### config.mk
export PLATFORM = sky130hd
export DESIGN_NAME = pwm_fade_multi
export DESIGN_NICKNAME = d
export VERILOG_FILES = /design/src/rtl/pwm_fade_multi.sv
export SDC_FILE = /design/constraint.sdc
export NUM_CORES = 1
export LEC_CHECK = 0
export CORE_UTILIZATION = 53
export DETAILED_ROUTE_END_ITERATION = 10
export HOLD_SLACK_MARGIN = 0.12
export PLACE_DENSITY_LB_ADDON = 0.12
export SLEW_MARGIN = 30
export SYNTH_ARGS = -nofsm -noshare
export SYNTH_HDL_FRONTEND = slang
export SYNTH_SLANG_ARGS = --single-unit
### constraint.sdc
create_clock -name CLK -period 4.3 [get_ports CLK]
set_input_delay 0.645 -clock CLK [delete_from_list [all_inputs] [get_ports CLK]]
set_output_delay 0.645 -clock CLK [all_outputs]
set_load 0.01 [all_outputs]
### src/rtl/pwm_fade_multi.sv
// pwm_fade_multi: N-channel PWM fade engine, one shared PWM counter and fade-phase accumulator, per-channel phase offsets.
// Latency: PWM_OUT/PWM_CLK_OUT/PERIOD_START registered one clock after the counter; no backpressure (free-running).
// Define PWM_FADE_GAMMA_EN for square-law level mapping (adds one register stage ahead of the period latch).
module pwm_fade_multi #(
   parameter int CHANNELS   = 2,
   parameter int PWM_WIDTH  = 16,
   parameter int FADE_WIDTH = 9,
   parameter int STEP_DIV   = 131072
) (
   input  logic                  CLK,
   input  logic                  RST,
   input  logic                  EN,
   input  logic [1:0]            MODE,
   input  logic [FADE_WIDTH-1:0] LEVEL,
   output logic [CHANNELS-1:0]   PWM_OUT,
   output logic                  PWM_CLK_OUT,
   output logic                  PERIOD_START
);
   localparam int PH_W  = FADE_WIDTH + 1;
   localparam int DIV_W = (STEP_DIV > 1) ? $clog2(STEP_DIV) : 1;

   generate
      if (FADE_WIDTH > PWM_WIDTH || FADE_WIDTH < 1) begin : g_bad_fade_width
         $error("pwm_fade_multi: FADE_WIDTH must be in 1..PWM_WIDTH");
      end
      if (CHANNELS < 1 || CHANNELS > 16) begin : g_bad_channels
         $error("pwm_fade_multi: CHANNELS must be in 1..16");
      end
      if (STEP_DIV < 2) begin : g_bad_step_div
         $error("pwm_fade_multi: STEP_DIV must be >= 2");
      end
`ifdef PWM_FADE_GAMMA_EN
      if (2 * FADE_WIDTH < PWM_WIDTH) begin : g_bad_gamma_width
         $error("pwm_fade_multi: gamma mapping needs 2*FADE_WIDTH >= PWM_WIDTH");
      end
`endif
   endgenerate

   logic [PWM_WIDTH-1:0] cnt_q, cnt_d;
   logic [DIV_W-1:0]     div_q, div_d;
   logic [PH_W-1:0]      phase_q, phase_d;
   logic [CHANNELS-1:0]  pwm_q, pwm_d;
   logic                 pwm_clk_q, pwm_clk_d;
   logic                 period_start_q, period_start_d;
   logic                 tick;
   logic                 period_end;
   logic [CHANNELS-1:0][PWM_WIDTH-1:0] cmp_act;

   assign tick       = (div_q == DIV_W'(STEP_DIV - 1));
   assign period_end = &cnt_q;

   always_comb begin
      cnt_d          = cnt_q + PWM_WIDTH'(1);
      div_d          = tick ? '0 : div_q + DIV_W'(1);
      phase_d        = (tick && EN) ? phase_q + PH_W'(1) : phase_q;
      pwm_clk_d      = cnt_q[PWM_WIDTH-1];
      period_start_d = (cnt_q == '0);
      pwm_d          = '0;
      for (int i = 0; i < CHANNELS; i++) begin
         pwm_d[i] = (cnt_q < cmp_act[i]);
      end
   end

   always_ff @(posedge CLK or posedge RST) begin
      if (RST) begin
         cnt_q          <= '0;
         div_q          <= '0;
         phase_q        <= '0;
         pwm_q          <= '0;
         pwm_clk_q      <= 1'b0;
         period_start_q <= 1'b0;
      end else begin
         cnt_q          <= cnt_d;
         div_q          <= div_d;
         phase_q        <= phase_d;
         pwm_q          <= pwm_d;
         pwm_clk_q      <= pwm_clk_d;
         period_start_q <= period_start_d;
      end
   end

   for (genvar i = 0; i < CHANNELS; i++) begin : g_ch
      // Offsets spread the channels evenly around one full fade cycle.
      localparam logic [PH_W-1:0] OFF = PH_W'((i * (2 ** PH_W)) / CHANNELS);

      logic [PH_W-1:0]       p;
      logic [FADE_WIDTH-1:0] lv;
      logic [PWM_WIDTH-1:0]  cmp_nxt;
      logic [PWM_WIDTH-1:0]  cmp_act_q, cmp_act_d;

      always_comb begin
         p  = phase_q + OFF;
         lv = '0;
         case (MODE)
            2'd0:    lv = p[FADE_WIDTH] ? ~p[FADE_WIDTH-1:0] : p[FADE_WIDTH-1:0];
            2'd1:    lv = p[FADE_WIDTH-1:0];
            2'd2:    lv = LEVEL;
            default: lv = '0;
         endcase
      end

`ifdef PWM_FADE_GAMMA_EN
      logic [PWM_WIDTH-1:0] sq_q, sq_d;

      // Keep only the top PWM_WIDTH bits of the square; the period latch reads the registered copy.
      always_comb begin
         sq_d = PWM_WIDTH'(({{FADE_WIDTH{1'b0}}, lv} * {{FADE_WIDTH{1'b0}}, lv})
                           >> (2 * FADE_WIDTH - PWM_WIDTH));
      end

      always_ff @(posedge CLK or posedge RST) begin
         if (RST) begin
            sq_q <= '0;
         end else begin
            sq_q <= sq_d;
         end
      end

      assign cmp_nxt = sq_q;
`else
      assign cmp_nxt = PWM_WIDTH'(lv) << (PWM_WIDTH - FADE_WIDTH);
`endif

      always_comb begin
         cmp_act_d = period_end ? cmp_nxt : cmp_act_q;
      end

      always_ff @(posedge CLK or posedge RST) begin
         if (RST) begin
            cmp_act_q <= '0;
         end else begin
            cmp_act_q <= cmp_act_d;
         end
      end

      assign cmp_act[i] = cmp_act_q;
   end

   assign PWM_OUT      = pwm_q;
   assign PWM_CLK_OUT  = pwm_clk_q;
   assign PERIOD_START = period_start_q;

endmodule

* After elaboration in Yosys (flattened, before gate mapping)
Cells that the tools add are included.
** Word-level totals
- Output and inout bits :: 4
- Logic and storage cells :: 28
- Bits in registers :: 65
** Operators by class
- Bitwise operators :: 2
- Add/sub/neg operators :: 4
- Equality and inequality tests :: 3
- Reduce and logical (&&, ||, !) cells :: 4
- Multiplexer cells :: 5
- Order comparisons :: 2
** Operator list (count)
- $pmux 9 s3 :: 2
- $lt 16x16->1 :: 2
- $mux 9 :: 2
- $not 9->9 :: 2
- $add 17x1->17 const B :: 1
- $eq 17x17->1 const B :: 1
- $mux 17 :: 1
- $add 16x1->16 const B :: 1
- $logic_not 16->1 :: 1
- $reduce_and 16->1 :: 1
- $add 10x1->10 const B :: 1
- $add 10x10->10 const B :: 1
- $eq 2x1->1 const B :: 1
- $eq 2x2->1 const B :: 1
- $logic_not 2->1 :: 1
- $logic_and 1x1->1 :: 1

* Longest topological paths before layout
Gate-level depths: netlist (run 1).
- Word-level depth :: 4
- Mapped depth :: 10
- Mapped depth without buffers :: 9

* Least setup slack after synthesis (run 1)
OpenSTA, ideal clock, no wires.
- Path type :: register to register
- Start :: register div_q[0]
- End :: register phase_q[6]
- Data required time :: 4.175 ns
- Clock period less this slack :: 2.224 ns
- Setup slack :: 2.076 ns
- Arrival time :: 2.100 ns
- Stages on the path, launching flop included :: 11
- Buffers on the path :: 1
- Path through :: dfrtp_1 ha_1 nand2_1 nor4_1 and3_1 ha_1 clkbuf_1 nand3_1 nor2_1 nand2_1 xnor2_1
** On the way
- Word-level cells in the longest chain between the ends :: 2
** Ends and longest elaborated chain
- start: declaration :: line 40 : logic [DIV_W-1:0] div_q, div_d;
- start signal: assignment :: line 74 : div_q <= div_d;
- $eq 17x17->1 :: line 49 : assign tick = (div_q == DIV_W'(STEP_DIV - 1));
- $logic_and 1x1->1 :: line 55 : phase_d = (tick && EN) ? phase_q + PH_W'(1) : phase_q;
- end signal: assignment :: line 75 : phase_q <= phase_d;
- end: declaration :: line 41 : logic [PH_W-1:0] phase_q, phase_d;
No other way between the ends.
A chain may end at the register's enable or synchronous reset.

* Worst setup path after layout (run 1)
- Start :: register div_q[0]
- End :: register phase_q[7]
Same word-level chain as after synthesis.

==> results of run 1 <==
==> Yosys cell counts (2+ instances only) <==
cell type  count
and3_1         4
and4_1         3
nor2b_1        3
nand3_1       15
xor2_1         8
nand4_1       10
o21a_1         2
clkbuf_1       5
nor4_1         6
inv_1         22
buf_2          3
dfrtp_1       65
nor2_1        41
or3_1          2
mux2_2         5
a21oi_1        6
a221oi_1      16
a221o_1        2
nor3_1         9
o21ai_0        7
nand4_2        2
xnor2_1       28
ha_1          21
mux2i_1       14
o211ai_1       2
nand2_1       24
==> worst max-delay path, cell delays in order (launching register included) <==
cell and delay, ps:
dfrtp_1 370, ha_1 200, nand2_1 120, nor4_1 420, and3_1 210, ha_1 570, nand4_1 210, nor2_1 240
nand3_1 120, xnor2_1 140
==> stage by stage <==
step	hold slack, ps	setup slack, ps	area [um^2]	total power, mW
2_1_floorplan	433	2030	3440	0.651
3_3_place_gp	445	1630	3650	0.672
3_5_place_dp	454	1520	3650	0.673
4_1_cts	464	1500	3840	1.19
5_1_grt	491	1280	3840	1.23
6_report	460	1570	3840	1.18
==> report_power, final <==
part	leakage [nW]	internal (mW)	total, mW	switching, mW
Sequential	0.796	0.611	0.611	0
Clock	0.0953	0.282	0.519	0.238
Combinational	0.849	0.0191	0.0489	0.0297
==> placed cells by master, fill, tap and decap left out, types with 2 or more instances in the layout <==
cell type        count
inv_1               21
a21oi_1              6
xnor2_1             28
buf_4                2
or3_1                2
and4_1               3
mux2_2               5
a221o_1              2
xor2_1               8
clkinv_2             2
nor2_1              41
mux2i_1             14
clkbuf_8            10
o211ai_1             2
nor3_1               9
clkdlybuf4s50_1     17
and3_1               4
o21a_1               2
nand3_1             15
nor4_1               6
nand4_2              2
nand4_1             10
nor2b_1              3
nand2_1             24
dfrtp_1             65
o21ai_0              7
clkinvlp_4           2
a221oi_1            16
ha_1                21
==> kinds of logic after synthesis <==
logic type                 after synthesis
muxes                                   19
and+or+nand+nor                        126
xor gates and xnor gates                36
AOI/OAI and AO/OA                       35
DFF                                     65
adders and majority gates               21
buffers and inverters                   33
==> how the worst max path moves through the flow <==
| stage | startpoint | to | depth (start not counted) |
|---|---|---|---|
| after global routing | div_q[0]$_DFF_PP0_ | phase_q[7]$_DFFE_PP0P_ | 9 |
| final | div_q[0]$_DFF_PP0_ | phase_q[7]$_DFFE_PP0P_ | 9 |
| after global placement | div_q[0]$_DFF_PP0_ | phase_q[7]$_DFFE_PP0P_ | 9 |
| after detailed placement | div_q[0]$_DFF_PP0_ | phase_q[7]$_DFFE_PP0P_ | 9 |
| after floorplan | RST | PERIOD_START$_DFF_PP0_ | 1 |
| after CTS | div_q[0]$_DFF_PP0_ | phase_q[7]$_DFFE_PP0P_ | 9 |
==> sequential cells by signal (all words and copies together) (netlist names) <==
signal,count
phase_q,10
PWM_CLK_OUT,1
PWM_OUT,2
PERIOD_START,1
div_q,17
g_ch.cmp_act_q,18
cnt_q,16
==> per-layer routing <==
layer / GRT usage / routed length (um)
met1: 0.304 / 3290
met2: 0.309 / 2730
met3: 0.0451 / 189
met4: 0.103 / 102
met5: 0 / 0
==> final cells by class <==
type                    instances  area [um^2]  share of cell area
multi-input cells             237         1660               0.431
repair buffers                 19          185              0.0482
inverters                      22         85.1              0.0221
clock inverters                 5         55.1              0.0143
flip-flops and latches         65         1630               0.423
well taps                      75         93.8              0.0244
clock buffers                  11          141              0.0368
==> out/metrics.yaml, run 1 <==
hp-start: "div_q[0]$_DFF_PP0_"
area_growth_pct: 11.9
grtUsageTotal: 0.214
fillCellCount: 526
drt_iter0_markers: 123
rows: 28
viasPerCell: 5.62
cts_tree: "yes"
synth_top_family_by_area: "simple AND/OR/NAND/NOR gates"
diodes: 0
dr.pass1.iters: 4
rsz0062_at_grt: "no"
nets: 389
min_to: "div_q[0]$_DFF_PP0_"
synth_fa_ha_area_frac: 0.0765
final_cells: 434
cts.sinks: 65
run_status: "finished, final reports clean"
die_h_um: 82.5
maxSlewHeadroom: 0.564
rrSetupSlack_ps: 1570
grt_pass1_wl_mm: 10.4
timing.fmax_ghz: 0.367
synth-edff-count: 0
synthesis.area_mm2: 0.00344
fin_crit_ps: 2730
synth_compound_area_frac: 0.0743
syn_nets: 370
drc_errors: 0
hold_depth: 1
r2r-end: "phase_q[7]$_DFFE_PP0P_"
initial_utilization: 0.564
setup_tns_ps: 0
die_w_um: 82.5
first_global_vias: 2197
synth_xor_area_frac: 0.0918
vdd_ir_drop_max_mv: 0.197
async_flop_share: 1.00
critPathKind: "reg2reg"
synth_area_leaders: "dfrtp_1 47%, ha_1 7.6%, xnor2_1 7.1%"
synth_warnings: 0
wl_per_cell_um: 14.5
portBuffers: 17
maxCapViolCount: 0
worst_clock_skew_ps: 9.67
postLayoutCoreUtil: 0.631
clkTransAtPathRegs_ps: 70
hp-class: "reg2reg"
gp_congestion: 0.729
ys.flop_type: "dfrtp_1"
min_period_over_period: 0.634
synth-seq-cells: 65
seq_area_frac_synth: 0.473
vias: 2438
cts_buffers: 9
yosys.area_share.simple: 0.183
critPathArrivalTime_ps: 2960
start_kind: "register"
dp_hpwl_mm: 4.50
core-area_mm2: 0.00610
avgSynthCellArea_um2: 10.3
hold_viol_final: 0
io_pins: 18
endpoint_kind: "register"
drv_slew: 0
r2r-start: "div_q[0]$_DFF_PP0_"
post-place-cells: 418
drt-total-wl_mm: 6.31
yosys-mux-area-fraction: 0.0572
crit_fanout: 20
syn_inst: 335
grt_max_degree: 52
r2r_cells: 9
synth_area_leader_cell: "dfrtp_1"
cts_root_buffer: "clkbuf_8"
cts_setup_buffers: 0
antenna_found_initial: 0
max-clock-path-buffers: 2
clk_latency_ps: 350
setup_violations: 0
ys_types: 36
cp_data_required_time_ps: 4530
worstMarginPinSlew_ps: 654
grt-ovfl-total: 0
cts_max_level: 3
holdBufCountCts: 0
drive_gt1_frac: 0.0752
detail-route-antenna-nets: 0
leakagePower_nw: 1.74
synth_top_area_frac: 0.473
cellPowerDensity_mw_per_mm2: 307
dieArea_mm2: 0.00681
cts_resized: 0
Note: power is estimated with default switching activity, not from simulation.
==> run 2, diff against run 1 <==
- clock period: 4.3 -> 2.72 ns (I/O delays scaled with it)
==> run 2 against run 1 <==
  * Hold slack is essentially flat
  * Clock skew grew 1.1 ps
  * Power grew 49%
  * First-iteration DRC count grew 7.3%
  * Worst setup slack lost 1100 ps
  * Clock power grew 36%
  * Die area is the same
  * Final cell count grew 0.23%
  * Combinational power grew 66%
  * Maximum frequency grew 21%
  * Utilization shrank 0.14 points
==> out/metrics.yaml, run 2 (synthesis gave the netlist of run 1 again) <==
layout_common_cells: "65 x dfrtp_1, 41 x nor2_1, 28 x xnor2_1"  # unchanged
crit_fanout: 10  # was 20
worst_clock_skew_ps: 10.8  # was 9.67 ps
setup_violations: 0  # unchanged
antenna_found_initial: 0  # unchanged
first_global_vias: 2226  # was 2,197
core-area_mm2: 0.00610  # unchanged
holdBufCountCts: 0  # unchanged
leakagePower_nw: 1.74  # about the same
cts_max_level: 3  # unchanged
finalPower_mw: 1.75  # was 1.18 mW
max-clock-path-buffers: 2  # unchanged
drv_slew: 0  # unchanged
cts.sinks: 65  # unchanged
maxCapViolCount: 0  # unchanged
dieArea_mm2: 0.00681  # unchanged
endpoint_kind: "register"  # unchanged
intPower_mw: 1.35  # was 0.912 mW
maxSlewHeadroom: 0.604  # was 0.564
critPathKind: "reg2reg"  # unchanged
vdd_ir_drop_max_mv: 0.341  # was 0.197 mV
power_frac_clock: 0.403  # was 0.440
timing.fmax_ghz: 0.442  # was 0.367 GHz
cellPowerDensity_mw_per_mm2: 457  # was 307 mW/mm^2
p_seq_frac: 0.551  # was 0.518
p_sw_mw: 0.408  # was 0.267 mW
switching_share: 0.232  # was 0.227
worstMarginPinSlew_ps: 592  # was 654 ps
combPwrFrac: 0.046  # was 0.041
vias: 2461  # was 2,438
rsz0062_at_grt: "no"  # unchanged
grt_max_degree: 66  # was 52
setup.worst_path.start: "div_q[4]$_DFF_PP0_"  # was div_q[0]$_DFF_PP0_
area_growth_pct: 11.7  # was 11.9%
detailed_place.area_mm2: 0.00367  # was 0.00365 mm^2
detail-route-antenna-nets: 0  # unchanged
drc_errors: 0  # unchanged
diodes: 0  # unchanged
portBuffers: 17  # unchanged
cts_buffers: 9  # unchanged
critPathArrivalTime_ps: 2490  # was 2960 ps
cts_root_buffer: "clkbuf_8"  # unchanged
hp-class: "in2async"  # was reg2reg
final_cell_area_mm2: 0.00384  # about the same
final_cells: 435  # was 434
min_period_over_period: 0.831  # was 0.634
top_regs: "g_ch.cmp_act_q: 18 flops, div_q: 17 flops, cnt_q: 16 flops"  # unchanged
fin_crit_ps: 2260  # was 2730 ps
largest_register: "g_ch.cmp_act_q"  # unchanged
gp_congestion: 0.771  # was 0.729
initial_utilization: 0.564  # unchanged
post-place-cells: 420  # was 418
cts_setup_buffers: 0  # unchanged
cts_resized: 0  # unchanged
clkTransAtPathRegs_ps: 70  # about the same
rows: 28  # unchanged
setup_tns_ps: 0  # unchanged
nets: 391  # was 389
final_common_cell: "dfrtp_1"  # unchanged
viasPerCell: 5.66  # was 5.62
dr.pass1.iters: 4  # unchanged
wl_per_cell_um: 14.9  # was 14.5 um
grt-ovfl-total: 0  # unchanged
start_kind: "register"  # unchanged
r2r-start: "div_q[4]$_DFF_PP0_"  # was div_q[0]$_DFF_PP0_
die_w_um: 82.5  # unchanged
grtUsageTotal: 0.216  # was 0.214
drive_gt1_frac: 0.0750  # was 0.0752
io_pins: 18  # unchanged
clk_latency_ps: 350  # about the same
cp_data_required_time_ps: 2950  # was 4530 ps
dp_hpwl_mm: 4.55  # was 4.50 mm
run_status: "finished, final reports clean"  # unchanged
drt-total-wl_mm: 6.50  # was 6.31 mm
cts_tree: "yes"  # unchanged
drt_iter0_markers: 132  # was 123
grt_pass1_wl_mm: 10.8  # was 10.4 mm
die_h_um: 82.5  # unchanged
largest_register_ffs: 18  # unchanged
postLayoutCoreUtil: 0.629  # was 0.631
hold_viol_final: 0  # unchanged
[run 2: layout make-up]
class | count | area [um^2]
fillers | 509 | 2260
multi-input cells | 237 | 1660
flip-flops and latches | 65 | 1630
repair buffers | 21 | 213
clock buffers | 12 | 145
well taps | 75 | 93.8
inverters | 22 | 82.6
clock inverters | 3 | 17.5
[run 2: metrics by stage]
| stage | setup slack, ps | hold slack [ps] |
|---|---|---|
| after global routing | 238 | 488 |
| final | 458 | 460 |
| after global placement | 494 | 445 |
| after floorplan | 496 | 433 |
| after CTS | 435 | 466 |
| after detailed placement | 444 | 458 |
[run 2: worst paths after layout]
path                                          end  slack [ps]  cells after the start
setup / recovery           phase_q[9]$_DFFE_PP0P_         460                      8
hold reg to reg                div_q[0]$_DFF_PP0_         460                      1
max in group asynchronous  phase_q[3]$_DFFE_PP0P_        1970                      3
setup reg to reg           phase_q[9]$_DFFE_PP0P_         460                      8
min in group CLK               div_q[0]$_DFF_PP0_         460                      1
hold / removal                 cnt_q[9]$_DFF_PP0_         460                      3
[run 2: power by group through the flow]
stage | clock (mW) | combinational [mW] | sequential, mW
final | 0.708 | 0.0811 | 0.966
after global placement | 0 | 0.0808 | 0.985
after floorplan | 0 | 0.0443 | 0.985
after detailed placement | 0 | 0.0826 | 0.985
after global routing | 0.769 | 0.0917 | 0.965
after CTS | 0.721 | 0.0827 | 0.966
[run 2: critical path, cell delays in order (launching register included)]
cell and delay [ps]:
dfrtp_1 410, nand4_2 260, nor4_1 450, and3_1 210, ha_1 190, nand4_1 130
nor2_1 220, nand3_1 130, xnor2_1 150
[run 2: routing by layer]
layer,global-route usage,vias up,part of all wire
met1,0.302,1187,0.49
met5,0,-,0
met4,0.0517,0,0.014
met2,0.325,41,0.46
li1,-,1225,-
met3,0.0725,8,0.034
